<file path="config.mk">
export PLATFORM = sky130hd
export DESIGN_NAME = fixed_linear_acc
export DESIGN_NICKNAME = d
export VERILOG_FILES = /design/src/rtl/fixed_linear_acc.sv
export SDC_FILE = /design/constraint.sdc
export NUM_CORES = 1
export LEC_CHECK = 0
export CORE_MARGIN = 4
export CORE_UTILIZATION = 58
export DETAILED_ROUTE_END_ITERATION = 6
export PLACE_DENSITY = 0.83
export SLEW_MARGIN = 20
export SYNTH_ARGS = -nofsm -noshare
export SYNTH_HDL_FRONTEND = slang
export SYNTH_SLANG_ARGS = --single-unit
export TNS_END_PERCENT = 50
</file>
<file path="constraint.sdc">
create_clock -name clk -period 3.95 [get_ports clk]
set_clock_uncertainty 0.15 [all_clocks]
set_input_delay 0.395 -clock clk [delete_from_list [all_inputs] [get_ports clk]]
set_output_delay 0.395 -clock clk [all_outputs]
set_load 0.1 [all_outputs]
</file>
<file path="src/rtl/fixed_linear_acc.sv">
// Fixed-point linear layer: dot product over IN_FEATURES in DEPTH beats, optional bias, round/ReLU/saturate.
// Latency: result valid one cycle after the last input beat (no bias) or after the bias handshake.
// Backpressure: inputs stall while data and weight are not both valid; the output holds until data_out_0_ready.
module fixed_linear_acc #(
    parameter int IN_WIDTH          = 8,
    parameter int IN_FRAC_WIDTH     = 4,
    parameter int WEIGHT_WIDTH      = 8,
    parameter int WEIGHT_FRAC_WIDTH = 4,
    parameter int BIAS_WIDTH        = 8,
    parameter int BIAS_FRAC_WIDTH   = 4,
    parameter int OUT_WIDTH         = 8,
    parameter int OUT_FRAC_WIDTH    = 4,
    parameter int IN_FEATURES       = 4,
    parameter int IN_PAR            = 2,
    parameter int OUT_PAR           = 2,
    parameter int HAS_BIAS          = 1,
    parameter int RELU              = 0
) (
    input  logic                                      clk,
    input  logic                                      rst,
    input  logic [IN_PAR-1:0][IN_WIDTH-1:0]           data_in_0,
    input  logic                                      data_in_0_valid,
    output logic                                      data_in_0_ready,
    input  logic [OUT_PAR*IN_PAR-1:0][WEIGHT_WIDTH-1:0] weight,
    input  logic                                      weight_valid,
    output logic                                      weight_ready,
    input  logic [OUT_PAR-1:0][BIAS_WIDTH-1:0]        bias,
    input  logic                                      bias_valid,
    output logic                                      bias_ready,
    output logic [OUT_PAR-1:0][OUT_WIDTH-1:0]         data_out_0,
    output logic                                      data_out_0_valid,
    input  logic                                      data_out_0_ready
);

    localparam int DEPTH     = IN_FEATURES / IN_PAR;
    localparam int ACC_WIDTH = IN_WIDTH + WEIGHT_WIDTH + $clog2(IN_FEATURES) + 1;
    localparam int ACC_FRAC  = IN_FRAC_WIDTH + WEIGHT_FRAC_WIDTH;
    localparam int CNT_W     = (DEPTH > 1) ? $clog2(DEPTH) : 1;
    localparam int BSHIFT    = ACC_FRAC - BIAS_FRAC_WIDTH;
    localparam int OSHIFT    = ACC_FRAC - OUT_FRAC_WIDTH;

    // Rounding/saturation arithmetic carries one extra bit so the half-LSB add cannot overflow.
    localparam logic signed [ACC_WIDTH:0] HALF =
        (OSHIFT > 0) ? (ACC_WIDTH+1)'(64'sd1 <<< ((OSHIFT > 0) ? OSHIFT - 1 : 0)) : '0;
    localparam logic signed [ACC_WIDTH:0] OMAX = (ACC_WIDTH+1)'((64'sd1 <<< (OUT_WIDTH - 1)) - 64'sd1);
    localparam logic signed [ACC_WIDTH:0] OMIN = ~OMAX;

    typedef enum logic [1:0] {S_ACCUM, S_BIAS, S_OUTPUT} state_t;

    state_t                      state, state_next;
    logic [CNT_W-1:0]            cnt;
    logic signed [ACC_WIDTH-1:0] acc      [OUT_PAR];
    logic signed [ACC_WIDTH-1:0] acc_next [OUT_PAR];
    logic signed [ACC_WIDTH-1:0] dot      [OUT_PAR];
    logic                        beat, bias_fire, first_beat, last_beat, enter_out;

    function automatic logic signed [ACC_WIDTH-1:0] mul_ext(input logic signed [IN_WIDTH-1:0] a,
                                                            input logic signed [WEIGHT_WIDTH-1:0] b);
        logic signed [IN_WIDTH+WEIGHT_WIDTH-1:0] p;
        p = a * b;
        return ACC_WIDTH'(p);
    endfunction

    // Bias is aligned to the accumulator's binary point before adding.
    function automatic logic signed [ACC_WIDTH-1:0] bias_ext(input logic signed [BIAS_WIDTH-1:0] b);
        logic signed [ACC_WIDTH-1:0] e;
        e = ACC_WIDTH'(b);
        return e <<< BSHIFT;
    endfunction

    // Round half up, optional ReLU, then clamp into the output range.
    function automatic logic [OUT_WIDTH-1:0] finish(input logic signed [ACC_WIDTH-1:0] a);
        logic signed [ACC_WIDTH:0] r;
        r = (ACC_WIDTH+1)'(a) + HALF;
        r = r >>> OSHIFT;
        if ((RELU != 0) && r[ACC_WIDTH]) r = '0;
        if (r > OMAX)      r = OMAX;
        else if (r < OMIN) r = OMIN;
        return r[OUT_WIDTH-1:0];
    endfunction

    assign beat       = (state == S_ACCUM) && data_in_0_valid && weight_valid;
    assign bias_fire  = (state == S_BIAS) && bias_valid;
    assign first_beat = (cnt == '0);
    assign last_beat  = (cnt == CNT_W'(DEPTH - 1));
    assign enter_out  = (state != S_OUTPUT) && (state_next == S_OUTPUT);

    // Per-channel dot product of this beat and the accumulator update (beat 0 loads, no clear cycle).
    always_comb begin
        for (int o = 0; o < OUT_PAR; o++) begin
            dot[o] = '0;
            for (int i = 0; i < IN_PAR; i++) begin
                dot[o] = dot[o] + mul_ext(data_in_0[i], weight[o*IN_PAR+i]);
            end
            acc_next[o] = acc[o];
            if (beat)           acc_next[o] = first_beat ? dot[o] : acc[o] + dot[o];
            else if (bias_fire) acc_next[o] = acc[o] + bias_ext(bias[o]);
        end
    end

    // State register, beat counter, accumulators and the output register.
    always_ff @(posedge clk or posedge rst) begin
        if (rst) begin
            state      <= S_ACCUM;
            cnt        <= '0;
            data_out_0 <= '0;
            for (int o = 0; o < OUT_PAR; o++) acc[o] <= '0;
        end else begin
            state <= state_next;
            if (beat) cnt <= last_beat ? '0 : cnt + 1'b1;
            for (int o = 0; o < OUT_PAR; o++) begin
                acc[o] <= acc_next[o];
                if (enter_out) data_out_0[o] <= finish(acc_next[o]);
            end
        end
    end

    // Next-state logic.
    always_comb begin
        state_next = state;
        case (state)
            S_ACCUM:  if (beat && last_beat) state_next = (HAS_BIAS != 0) ? S_BIAS : S_OUTPUT;
            S_BIAS:   if (bias_valid) state_next = S_OUTPUT;
            S_OUTPUT: if (data_out_0_ready) state_next = S_ACCUM;
            default:  state_next = S_ACCUM;
        endcase
    end

    // Handshake outputs decoded from the current state; each input ready waits on its partner's valid.
    always_comb begin
        data_in_0_ready  = (state == S_ACCUM) && weight_valid;
        weight_ready     = (state == S_ACCUM) && data_in_0_valid;
        bias_ready       = (state == S_BIAS);
        data_out_0_valid = (state == S_OUTPUT);
    end

endmodule

</file>
==> impl_metrics.tcl, run 1 <==
set metrics [dict create \
    synth_flop_cell "sky130_fd_sc_hd__dfrtp_1" \
    synthCells 2022 \
    critical_path_class "input port to flip-flop" \
    top_cells_by_area_synth "sky130_fd_sc_hd__fa_1 (33%), sky130_fd_sc_hd__ha_1 (12%), sky130_fd_sc_hd__inv_1 (8.2%)" \
    synth_top_cell_area_share 0.325 \
    mappedNetlistArea_mm2 0.0178 \
    final_util 0.822 \
    core-area_mm2 0.0300 \
    floorplan.die_area_mm2 0.0336 \
    path_clk_slew_ns 0.05 \
    clock_path_buffers 2 \
    clock_sink_count 57 \
    route.detailed.wl_per_inst_um 23.4 \
    worst_pin_slew_ns 1.09 \
    timing.final.hold_violations 0 \
    grt_pass1_wl_um 101000 \
    final-max-slew-violation-count 0 \
    cts_tree "done" \
    ios 90 \
    pin_count_of_the_biggest_net_entering_global_routing 36 \
    yosys.cell_types.count 95 \
    timing.critical_path.required_ns 4.02 \
    route.vias.total 18737 \
    grt_overflow 0 \
    ys_ff_latch 57 \
    first_pass_iters 6 \
    failed_checks "negative setup slack" \
    cts_buffers 9 \
    remaining_drc_errors 0 \
    ant_nets 0 \
    drive_above_1_share 0.338 \
    slowest_delay_ns 0.68 \
    drt_total_wl_um 68700 \
    regToRegStartpoint "acc[19]" \
    layout_worst_path_cycle_share 2.09 \
    relSlewSlack 0.253 \
    critPathCaptureType "flip-flop" \
    status "finished with violations" \
    grt_pass1_vias 19758 \
    dieHeight_um 183 \
    instances_no_fill 2941 \
    min_from "acc[19]" \
    min-delay-path-class "flip-flop to flip-flop" \
    place.port_buffers 89 \
    synth_warnings 0 \
    clkLatencyLatePin_ns 0.34 \
    synth-edff-count 0 \
    slowest_stage "sky130_fd_sc_hd__fa_2" \
    floorplan.initialDensity 0.594 \
    crit_fanout 7 \
    cts.root.buffer_cell "sky130_fd_sc_hd__clkbuf_16" \
    min_period_ns 8.25 \
    die-width_um 183 \
    max_freq_mhz 121 \
    number_of_antenna_violations_at_the_first_check_in_global_routing 1 \
    drt_iter0_markers 1977 \
    place_congestion 0.943 \
    place_hpwl_um 43600 \
    detailedPlace.worstSlack_ns -4.89 \
    max_cap_violations 0 \
    grt.total_usage 0.373 \
    detail_routed_via_count_per_cell 6.37 \
    setup_repair_after_global_routing_missed_its_margin "yes" \
    setup_slack_ns -4.30 \
    crit_start "data_in_0[7]" \
    worst-endpoint-arrival_ns 8.32 \
    cts-hold-fix-buffers 0 \
    fp-row-count 63 \
    async_reset_ff_frac 1.00 \
    path_common_cell "sky130_fd_sc_hd__fa_1" \
    h_tree_depth_reported_by_cts 3 \
    num-nets-final 3079 \
    syn-num-nets 2556 \
    syn_avg_cell_area_um2 8.83 \
    post-synth-top-area-cell "sky130_fd_sc_hd__fa_1" \
    yosysSeqAreaShare 0.0799 \
    timing.critical_path.from_type "input port" \
    placed_instances 2848 \
    area_growth_syn_to_layout_pct 38.2 \
    setup_viol_count_final 50 \
]
metal layers:
metal	up-vias	routed length [µm]	share of wire	GRT usage
met4	0	5340	0.078	0.181
met3	538	6950	0.10	0.0605
met2	1502	32600	0.47	0.645
met5	-	0	0	0
met1	9017	23800	0.35	0.455
li1	7680	-	-	-
stage by stage:
step / cell area (µm²) / setup TNS [ns] / hold WS (ns)
global route: 24700 / -158.46 / 0.400
floorplan: 18300 / -126.25 / 0.306
CTS: 24100 / -137.56 / 0.355
detailed placement: 22300 / -186.38 / 0.331
finish: 24700 / -151.89 / 0.383
global placement: 22300 / -177.71 / 0.321
repair_timing:
| item | 4_1_cts | 5_1_grt |
|---|---|---|
| pin swaps | 139 | 108 |
| resized for setup | 421 | 125 |
| setup buffers | 55 | 27 |
| endpoints found under the setup margin | 50 | 50 |
cell type report:
| type | count | area, µm² |
|---|---|---|
| diodes | 1 | 2.50 |
| clock buffers | 11 | 253 |
| clock inverters | 5 | 53.8 |
| fillers | 1467 | 5360 |
| inverters | 394 | 1490 |
| multi-input cells | 1525 | 16400 |
| flip-flops and latches | 57 | 1430 |
| well taps | 390 | 488 |
| repair buffers | 558 | 4550 |
logic make-up after synthesis:
| kind of cell | after synthesis | synth area share |
|---|---|---|
| buffers and inverters | 440 | 0.0946 |
| AOI/OAI and AO/OA | 379 | 0.156 |
| adders and majority gates | 464 | 0.447 |
| and+or+nand+nor | 571 | 0.166 |
| muxes | 18 | 0.0102 |
| DFF | 57 | 0.0799 |
| xor gates and xnor gates | 93 | 0.0461 |
cells in the mapped netlist (4+ instances only):
| cell | n |
|---|---|
| sky130_fd_sc_hd__nor3_1 | 21 |
| sky130_fd_sc_hd__xnor2_1 | 66 |
| sky130_fd_sc_hd__o31a_1 | 4 |
| sky130_fd_sc_hd__or3_1 | 17 |
| sky130_fd_sc_hd__o21bai_1 | 14 |
| sky130_fd_sc_hd__nand4_1 | 11 |
| sky130_fd_sc_hd__buf_2 | 7 |
| sky130_fd_sc_hd__nand2_1 | 145 |
| sky130_fd_sc_hd__and4_1 | 4 |
| sky130_fd_sc_hd__buf_1 | 4 |
| sky130_fd_sc_hd__o221ai_1 | 7 |
| sky130_fd_sc_hd__xor2_1 | 26 |
| sky130_fd_sc_hd__nor2b_1 | 13 |
| sky130_fd_sc_hd__a211o_1 | 14 |
| sky130_fd_sc_hd__a31oi_1 | 15 |
| sky130_fd_sc_hd__dfrtp_1 | 57 |
| sky130_fd_sc_hd__a211oi_1 | 23 |
| sky130_fd_sc_hd__a211oi_2 | 5 |
| sky130_fd_sc_hd__a21o_1 | 29 |
| sky130_fd_sc_hd__o21ai_0 | 61 |
| sky130_fd_sc_hd__or2_2 | 6 |
| sky130_fd_sc_hd__ha_1 | 174 |
| sky130_fd_sc_hd__inv_1 | 391 |
| sky130_fd_sc_hd__o211ai_1 | 13 |
| sky130_fd_sc_hd__nor2_1 | 109 |
| sky130_fd_sc_hd__fa_1 | 290 |
| sky130_fd_sc_hd__a221o_1 | 8 |
| sky130_fd_sc_hd__clkbuf_1 | 30 |
| sky130_fd_sc_hd__nand3_1 | 26 |
| sky130_fd_sc_hd__a21oi_1 | 73 |
| sky130_fd_sc_hd__o311ai_1 | 4 |
| sky130_fd_sc_hd__a2111o_1 | 4 |
| sky130_fd_sc_hd__and2_1 | 163 |
| sky130_fd_sc_hd__o31ai_1 | 10 |
| sky130_fd_sc_hd__and3_1 | 9 |
| sky130_fd_sc_hd__o221a_2 | 5 |
| sky130_fd_sc_hd__mux2i_1 | 16 |
| sky130_fd_sc_hd__o21a_1 | 25 |
| sky130_fd_sc_hd__nand2b_1 | 21 |
| sky130_fd_sc_hd__o22ai_1 | 9 |
| sky130_fd_sc_hd__a2111oi_0 | 4 |
| sky130_fd_sc_hd__or4_1 | 4 |
worst paths after layout:
path | endpoint | slack (ns) | depth (start not counted)
worst max-delay path | data_out_0[2] | -4.30 | 34
worst min-delay path | acc[19] | 0.38 | 2
worst max register to register | data_out_0[2] | -0.44 | 16
worst min register to register | acc[19] | 0.38 | 2
max in group asynchronous | acc[29] | 2.38 | 3
min in group asynchronous | acc[23] | 0.42 | 2
cell usage in the layout (no fill, tap or decap), types with 43 or more instances in the layout:
| cell | n |
|---|---|
| sky130_fd_sc_hd__buf_4 | 425 |
| sky130_fd_sc_hd__and2_1 | 135 |
| sky130_fd_sc_hd__xnor2_1 | 54 |
| sky130_fd_sc_hd__buf_6 | 54 |
| sky130_fd_sc_hd__fa_1 | 265 |
| sky130_fd_sc_hd__inv_1 | 347 |
| sky130_fd_sc_hd__dfrtp_1 | 57 |
| sky130_fd_sc_hd__nand2_1 | 135 |
| sky130_fd_sc_hd__o21ai_0 | 45 |
| sky130_fd_sc_hd__inv_2 | 43 |
| sky130_fd_sc_hd__nor2_1 | 98 |
| sky130_fd_sc_hd__ha_1 | 130 |
sequential cells by signal (all words and copies together), names as in the netlist:
signal,count
data_out_0,16
cnt,1
acc,38
state,2
worst max-delay path, delay by kind of cell:
| family | cells | cell delay (ns) |
|---|---|---|
| compound gates | 10 | 2.02 |
| xor+xnor | 2 | 0.33 |
| fa+ha+maj | 8 | 3.89 |
| buf+inv | 9 | 1.05 |
| mux | 2 | 0.40 |
| simple gates | 3 | 0.21 |
Power of run 1 is not shown: default switching activity piles up to over one toggle a cycle in this logic, so the estimate is an artifact.
==> inputs of run 2 (changes only) <==
- CORE_UTILIZATION: 58 -> 55
- PLACE_DENSITY: 0.83 -> 0.8
- REMOVE_ABC_BUFFERS: unset -> 1
==> run 2 against run 1 <==
  * The run still ends with negative setup slack left
  * Register-to-register slack improved by 0.31 ns
  * Utilization fell by 3.2 points
  * Sequential share of layout area fell by 0.098 points
  * First-iteration DRC count rose by 3.5%
  * Sequential cell count did not move
  * Setup slack got worse by 0.039 ns
  * Critical path depth rose by 1
  * Final cell count rose by 3.3%
  * Largest cell class unchanged
==> impl_metrics.tcl, run 2 (synthesis results as in run 1) <==
set metrics [dict create \
    status "finished with violations" \
    failed_checks "negative setup slack" \
    floorplan.initialDensity 0.561 \
    timing.final.hold_violations 0 \
    critPathCaptureType "flip-flop" \
    num-nets-final 3131 \
    pin_count_of_the_biggest_net_entering_global_routing 47 \
    relSlewSlack 0.342 \
    place_congestion 0.924 \
    place.port_buffers 89 \
    grt.total_usage 0.336 \
    cp_delay_by_family_top "adder cells" \
    setup_viol_count_final 49 \
    max_cap_violations 0 \
    cts_tree "done" \
    cts_buffers 9 \
    timing.critical_path.required_ns 4.01 \
    layout.cell_area.non_filler_mm2 0.0251 \
    grt_busiest_layer "met2" \
    worst-endpoint-arrival_ns 8.35 \
    floorplan.die_area_mm2 0.0354 \
    register_with_the_highest_flop_count "acc" \
    timing.critical_path.from_type "input port" \
    path_clk_slew_ns 0.05 \
    route.detailed.wl_per_inst_um 22.7 \
    path_common_cell "sky130_fd_sc_hd__fa_1" \
    h_tree_depth_reported_by_cts 3 \
    cts.root.buffer_cell "sky130_fd_sc_hd__clkbuf_16" \
    multi_input_gate_area_mm2 0.0163 \
    largest_registers "acc (38), data_out_0 (16), state (2)" \
    slowest_stage "sky130_fd_sc_hd__fa_1" \
    global_route.usage.met3 0.0439 \
    ant_nets 0 \
    layout_worst_path_cycle_share 2.10 \
    drt_total_wl_um 69000 \
    detail_routed_via_count_per_cell 6.10 \
    ios 90 \
    clock_sink_count 57 \
    n_antenna_cell 0 \
    setup_slack_ns -4.34 \
    postPlaceCellArea_mm2 0.0222 \
    min-delay-path-class "flip-flop to flip-flop" \
    die-width_um 188 \
    clkLatencyLatePin_ns 0.34 \
    largest_register_ffs 38 \
    place_hpwl_um 42900 \
    critical_path_class "input port to flip-flop" \
    core-area_mm2 0.0318 \
    highest_count_cells_in_the_layout_ignoring_fill_and_taps "sky130_fd_sc_hd__buf_4 (458), sky130_fd_sc_hd__inv_1 (341), sky130_fd_sc_hd__fa_1 (269)" \
    drt_iter0_markers 2047 \
    remaining_drc_errors 0 \
    route.vias.total 18536 \
    setup_repair_after_global_routing_missed_its_margin "yes" \
    grt_pass1_wl_um 97200 \
    dieHeight_um 188 \
    drive_above_1_share 0.356 \
    final-max-slew-violation-count 0 \
    max_freq_mhz 121 \
    crit_fanout 7 \
    fp-row-count 65 \
    first_pass_iters 5 \
    clock_path_buffers 2 \
    worst_pin_slew_ns 0.984 \
    grt_util_met1 0.434 \
    slowest_delay_ns 0.58 \
    grt_pass1_vias 19065 \
    filler_cell_count 1851 \
    use_met2 0.582 \
    most_common_cell_after_layout_fill_and_taps_aside "sky130_fd_sc_hd__buf_4" \
    area.sequential_mm2 0.00143 \
    grt_overflow 0 \
    critPathBufInv 8 \
    number_of_antenna_violations_at_the_first_check_in_global_routing 0 \
    area_growth_syn_to_layout_pct 40.6 \
    min_period_ns 8.29 \
]
[run 2: changes by cell type in the layout (fill, tap and decap cells not counted), sizes merged]
cell / change
clkinv: -2
dlygate4sd2: -1
bufinv: +1
diode: -1
clkbuf: +9
buf: +45
[run 2: layer usage]
layer / share of wire / up-vias
met5: 0 / -
met4: 0.078 / 0
met3: 0.092 / 480
met2: 0.47 / 1346
met1: 0.36 / 8937
li1: - / 7773
[run 2: final timing paths]
path / startpoint / end / slack [ns] / cells after the start
worst min register to register: acc[0] / acc[0] / 0.34 / 2
worst max-delay path: data_in_0[3] / data_out_0[10] / -4.34 / 35
min in group asynchronous: rst / data_out_0[0] / 0.39 / 2
max in group asynchronous: rst / acc[28] / 2.59 / 3
worst min-delay path: acc[0] / acc[0] / 0.34 / 2
worst max register to register: acc[0] / data_out_0[10] / -0.13 / 16
[run 2: worst min-delay path: stages, from the launching register on]
cell	delay, ns
sky130_fd_sc_hd__dfrtp_1	0.35
sky130_fd_sc_hd__nand2_1	0.05
sky130_fd_sc_hd__o21ai_0	0.06
[run 2: final cells by class]
| cell class | count | share of cell area |
|---|---|---|
| inverters | 394 | 0.0592 |
| well taps | 435 | 0.0217 |
| clock inverters | 4 | 0.00294 |
| flip-flops and latches | 57 | 0.0568 |
| clock buffers | 12 | 0.0106 |
| multi-input cells | 1525 | 0.649 |
| repair buffers | 610 | 0.199 |
[run 2: timing repair]
| action | CTS | global route |
|---|---|---|
| endpoints found under the setup margin | 50 | 50 |
| setup buffers | 87 | 31 |
| hold buffers | 0 | 0 |
| pin swaps | 202 | 134 |
| cloned | 1 | 0 |
| resized for setup | 394 | 217 |
[run 2: through the flow]
stage	worst slack (ns)	util	instances	setup TNS [ns]	hold WS, ns
after floorplan	-4.39	-	1976	-136.38	0.306
after global placement	-5.01	0.697	2907	-185.64	0.320
after detailed placement	-5.17	0.697	2907	-191.46	0.327
after CTS	-4.06	0.767	3009	-144.53	0.344
after global routing	-4.49	0.789	3037	-162.57	0.382
final	-4.34	0.789	3037	-155.48	0.344
Power of run 2 is left out for the same reason.
==> inputs of run 3 (changes only) <==
- CORE_UTILIZATION: 55 -> 40
- PLACE_DENSITY: 0.8 -> 0.6
- clock period: 3.95 -> 7.9 ns (I/O delays scaled with it)
==> run 3 against run 2 <==
  * The flow still finishes with violations (negative setup slack)
  * Register-to-register slack improved by 3.5 ns
  * Hold slack got worse by 0.0090 ns
  * Die area rose by 36%
  * Final area fell by 4.0%
  * Sequential share of layout area rose by 0.24 points
  * Critical path depth fell by 3
==> impl_metrics.tcl, run 3 (synthesis results as in run 1) <==
set metrics [dict create \
    ios 90 \
    setup_repair_after_global_routing_missed_its_margin "yes" \
    multi_input_gate_area_mm2 0.0160 \
    place.port_buffers 89 \
    status "finished with violations" \
    layout_worst_path_cycle_share 1.06 \
    setup_slack_ns -0.504 \
    first_pass_iters 5 \
    route.vias.total 15766 \
    cts.root.buffer_cell "sky130_fd_sc_hd__clkbuf_16" \
    largest_registers "acc (38), data_out_0 (16), state (2)" \
    floorplan.die_area_mm2 0.0481 \
    min-delay-path-class "flip-flop to flip-flop" \
    drt_iter0_markers 809 \
    floorplan.initialDensity 0.404 \
    path_clk_slew_ns 0.06 \
    fp-row-count 77 \
    detail_routed_via_count_per_cell 5.09 \
    path_common_cell "sky130_fd_sc_hd__fa_1" \
    critPathCaptureType "flip-flop" \
    drive_above_1_share 0.305 \
    cts-hold-fix-buffers 0 \
    worst_pin_slew_ns 0.984 \
    final-max-slew-violation-count 0 \
    regToRegStartpoint "acc[23]" \
    number_of_antenna_violations_at_the_first_check_in_global_routing 1 \
    crit_start "data_in_0[2]" \
    largest_register_ffs 38 \
    dieHeight_um 219 \
    grt_pass1_wl_um 86300 \
    filler_cell_count 4048 \
    num-nets-final 3033 \
    critPathBufInv 8 \
    place_hpwl_um 41100 \
    grt_pass1_vias 16827 \
    grt.total_usage 0.220 \
    remaining_drc_errors 0 \
    min_from "data_out_0[15]" \
    pin_count_of_the_biggest_net_entering_global_routing 58 \
    slowest_stage "sky130_fd_sc_hd__fa_1" \
    setup_viol_count_final 16 \
    cts_buffers 9 \
    setup_total_negative_slack_ns -6.13 \
    cts_tree "done" \
    slowest_delay_ns 0.56 \
    critical_path_class "input port to flip-flop" \
    relSlewSlack 0.342 \
    crit_fanout 7 \
    timing.critical_path.required_ns 7.97 \
    core-area_mm2 0.0441 \
    place_congestion 0.924 \
    route.detailed.wl_per_inst_um 16.8 \
    die-width_um 219 \
    h_tree_depth_reported_by_cts 3 \
    failed_checks "negative setup slack" \
    area.sequential_mm2 0.00143 \
    clock_sink_count 57 \
    most_common_cell_after_layout_fill_and_taps_aside "sky130_fd_sc_hd__buf_4" \
    ant_nets 0 \
    timing.critical_path.from_type "input port" \
    area_growth_syn_to_layout_pct 35.0 \
    worst-endpoint-arrival_ns 8.47 \
    clkLatencyLatePin_ns 0.34 \
    timing.final.hold_violations 0 \
    min_period_ns 8.40 \
    clock_path_buffers 2 \
    grt_overflow 0 \
    highest_count_cells_in_the_layout_ignoring_fill_and_taps "sky130_fd_sc_hd__buf_4 (383), sky130_fd_sc_hd__inv_1 (354), sky130_fd_sc_hd__fa_1 (273)" \
    cp_delay_by_family_top "adder cells" \
    register_with_the_highest_flop_count "acc" \
    drt_total_wl_um 52000 \
    max_freq_mhz 119 \
    max_cap_violations 0 \
]
run 3: changes by cell type in the layout (fill, tap and decap cells not counted), moves of 8 or more:
cell / delta
sky130_fd_sc_hd__inv_2: -14
sky130_fd_sc_hd__a21oi_2: -8
sky130_fd_sc_hd__a21oi_1: +9
sky130_fd_sc_hd__ha_4: -13
sky130_fd_sc_hd__buf_6: -26
sky130_fd_sc_hd__buf_4: -75
sky130_fd_sc_hd__inv_1: +13
sky130_fd_sc_hd__ha_1: +18
run 3: area by class of cell:
cell class                      count  share of cell area
Clock inverter                      5             0.00322
Timing Repair Buffer              512               0.172
Tap cell                          592              0.0307
Inverter                          394              0.0618
Sequential cell                    57              0.0592
Multi-Input combinational cell   1525               0.663
Antenna cell                        1            0.000104
Clock buffer                       11              0.0105
run 3: repair_timing:
action | 4_1_cts | 5_1_grt
cloned | 1 | 0
pin swaps | 179 | 141
endpoints found under the hold margin | 0 | 0
buffers inserted | 85 | 17
resized for setup | 343 | 179
endpoints found under the setup margin | 25 | 18
run 3: stage by stage:
| stage | cells | hold WS (ns) | area [µm²] | utilization | setup WS (ns) |
|---|---|---|---|---|---|
| after global placement | 2981 | 0.320 | 21800 | 0.493 | -1.69 |
| after detailed placement | 2981 | 0.325 | 21800 | 0.493 | -1.64 |
| after CTS | 3083 | 0.338 | 23600 | 0.535 | -0.443 |
| after global routing | 3097 | 0.363 | 24100 | 0.546 | -0.733 |
| final | 3097 | 0.335 | 24100 | 0.546 | -0.504 |
| after floorplan | 1976 | 0.306 | 17600 | - | -0.837 |
run 3: tightest hold or removal path, cell delays in order, from the launching register on:
cell and delay (ns):
sky130_fd_sc_hd__dfrtp_1 0.35, sky130_fd_sc_hd__nand2_1 0.05, sky130_fd_sc_hd__o31ai_1 0.05
run 3: path summary, 6_finish.rpt:
kind	cells after the start	slack (ns)	end
worst min-delay path	2	0.33	data_out_0[15]
min in group asynchronous	3	0.85	data_out_0[5]
worst max register to register	17	3.33	data_out_0[0]
max in group asynchronous	3	6.21	acc[1]
worst max-delay path	32	-0.50	data_out_0[11]
worst min register to register	2	0.33	data_out_0[15]
run 3: routing by layer:
metal / vias to the layer above / share of wire / global-route usage
met4: 0 / 0.024 / 0.0577
met5: - / 0 / 0
met3: 53 / 0.032 / 0.0122
met1: 7824 / 0.47 / 0.316
met2: 310 / 0.47 / 0.363
li1: 7579 / - / -
Power of run 3 is left out for the same reason.
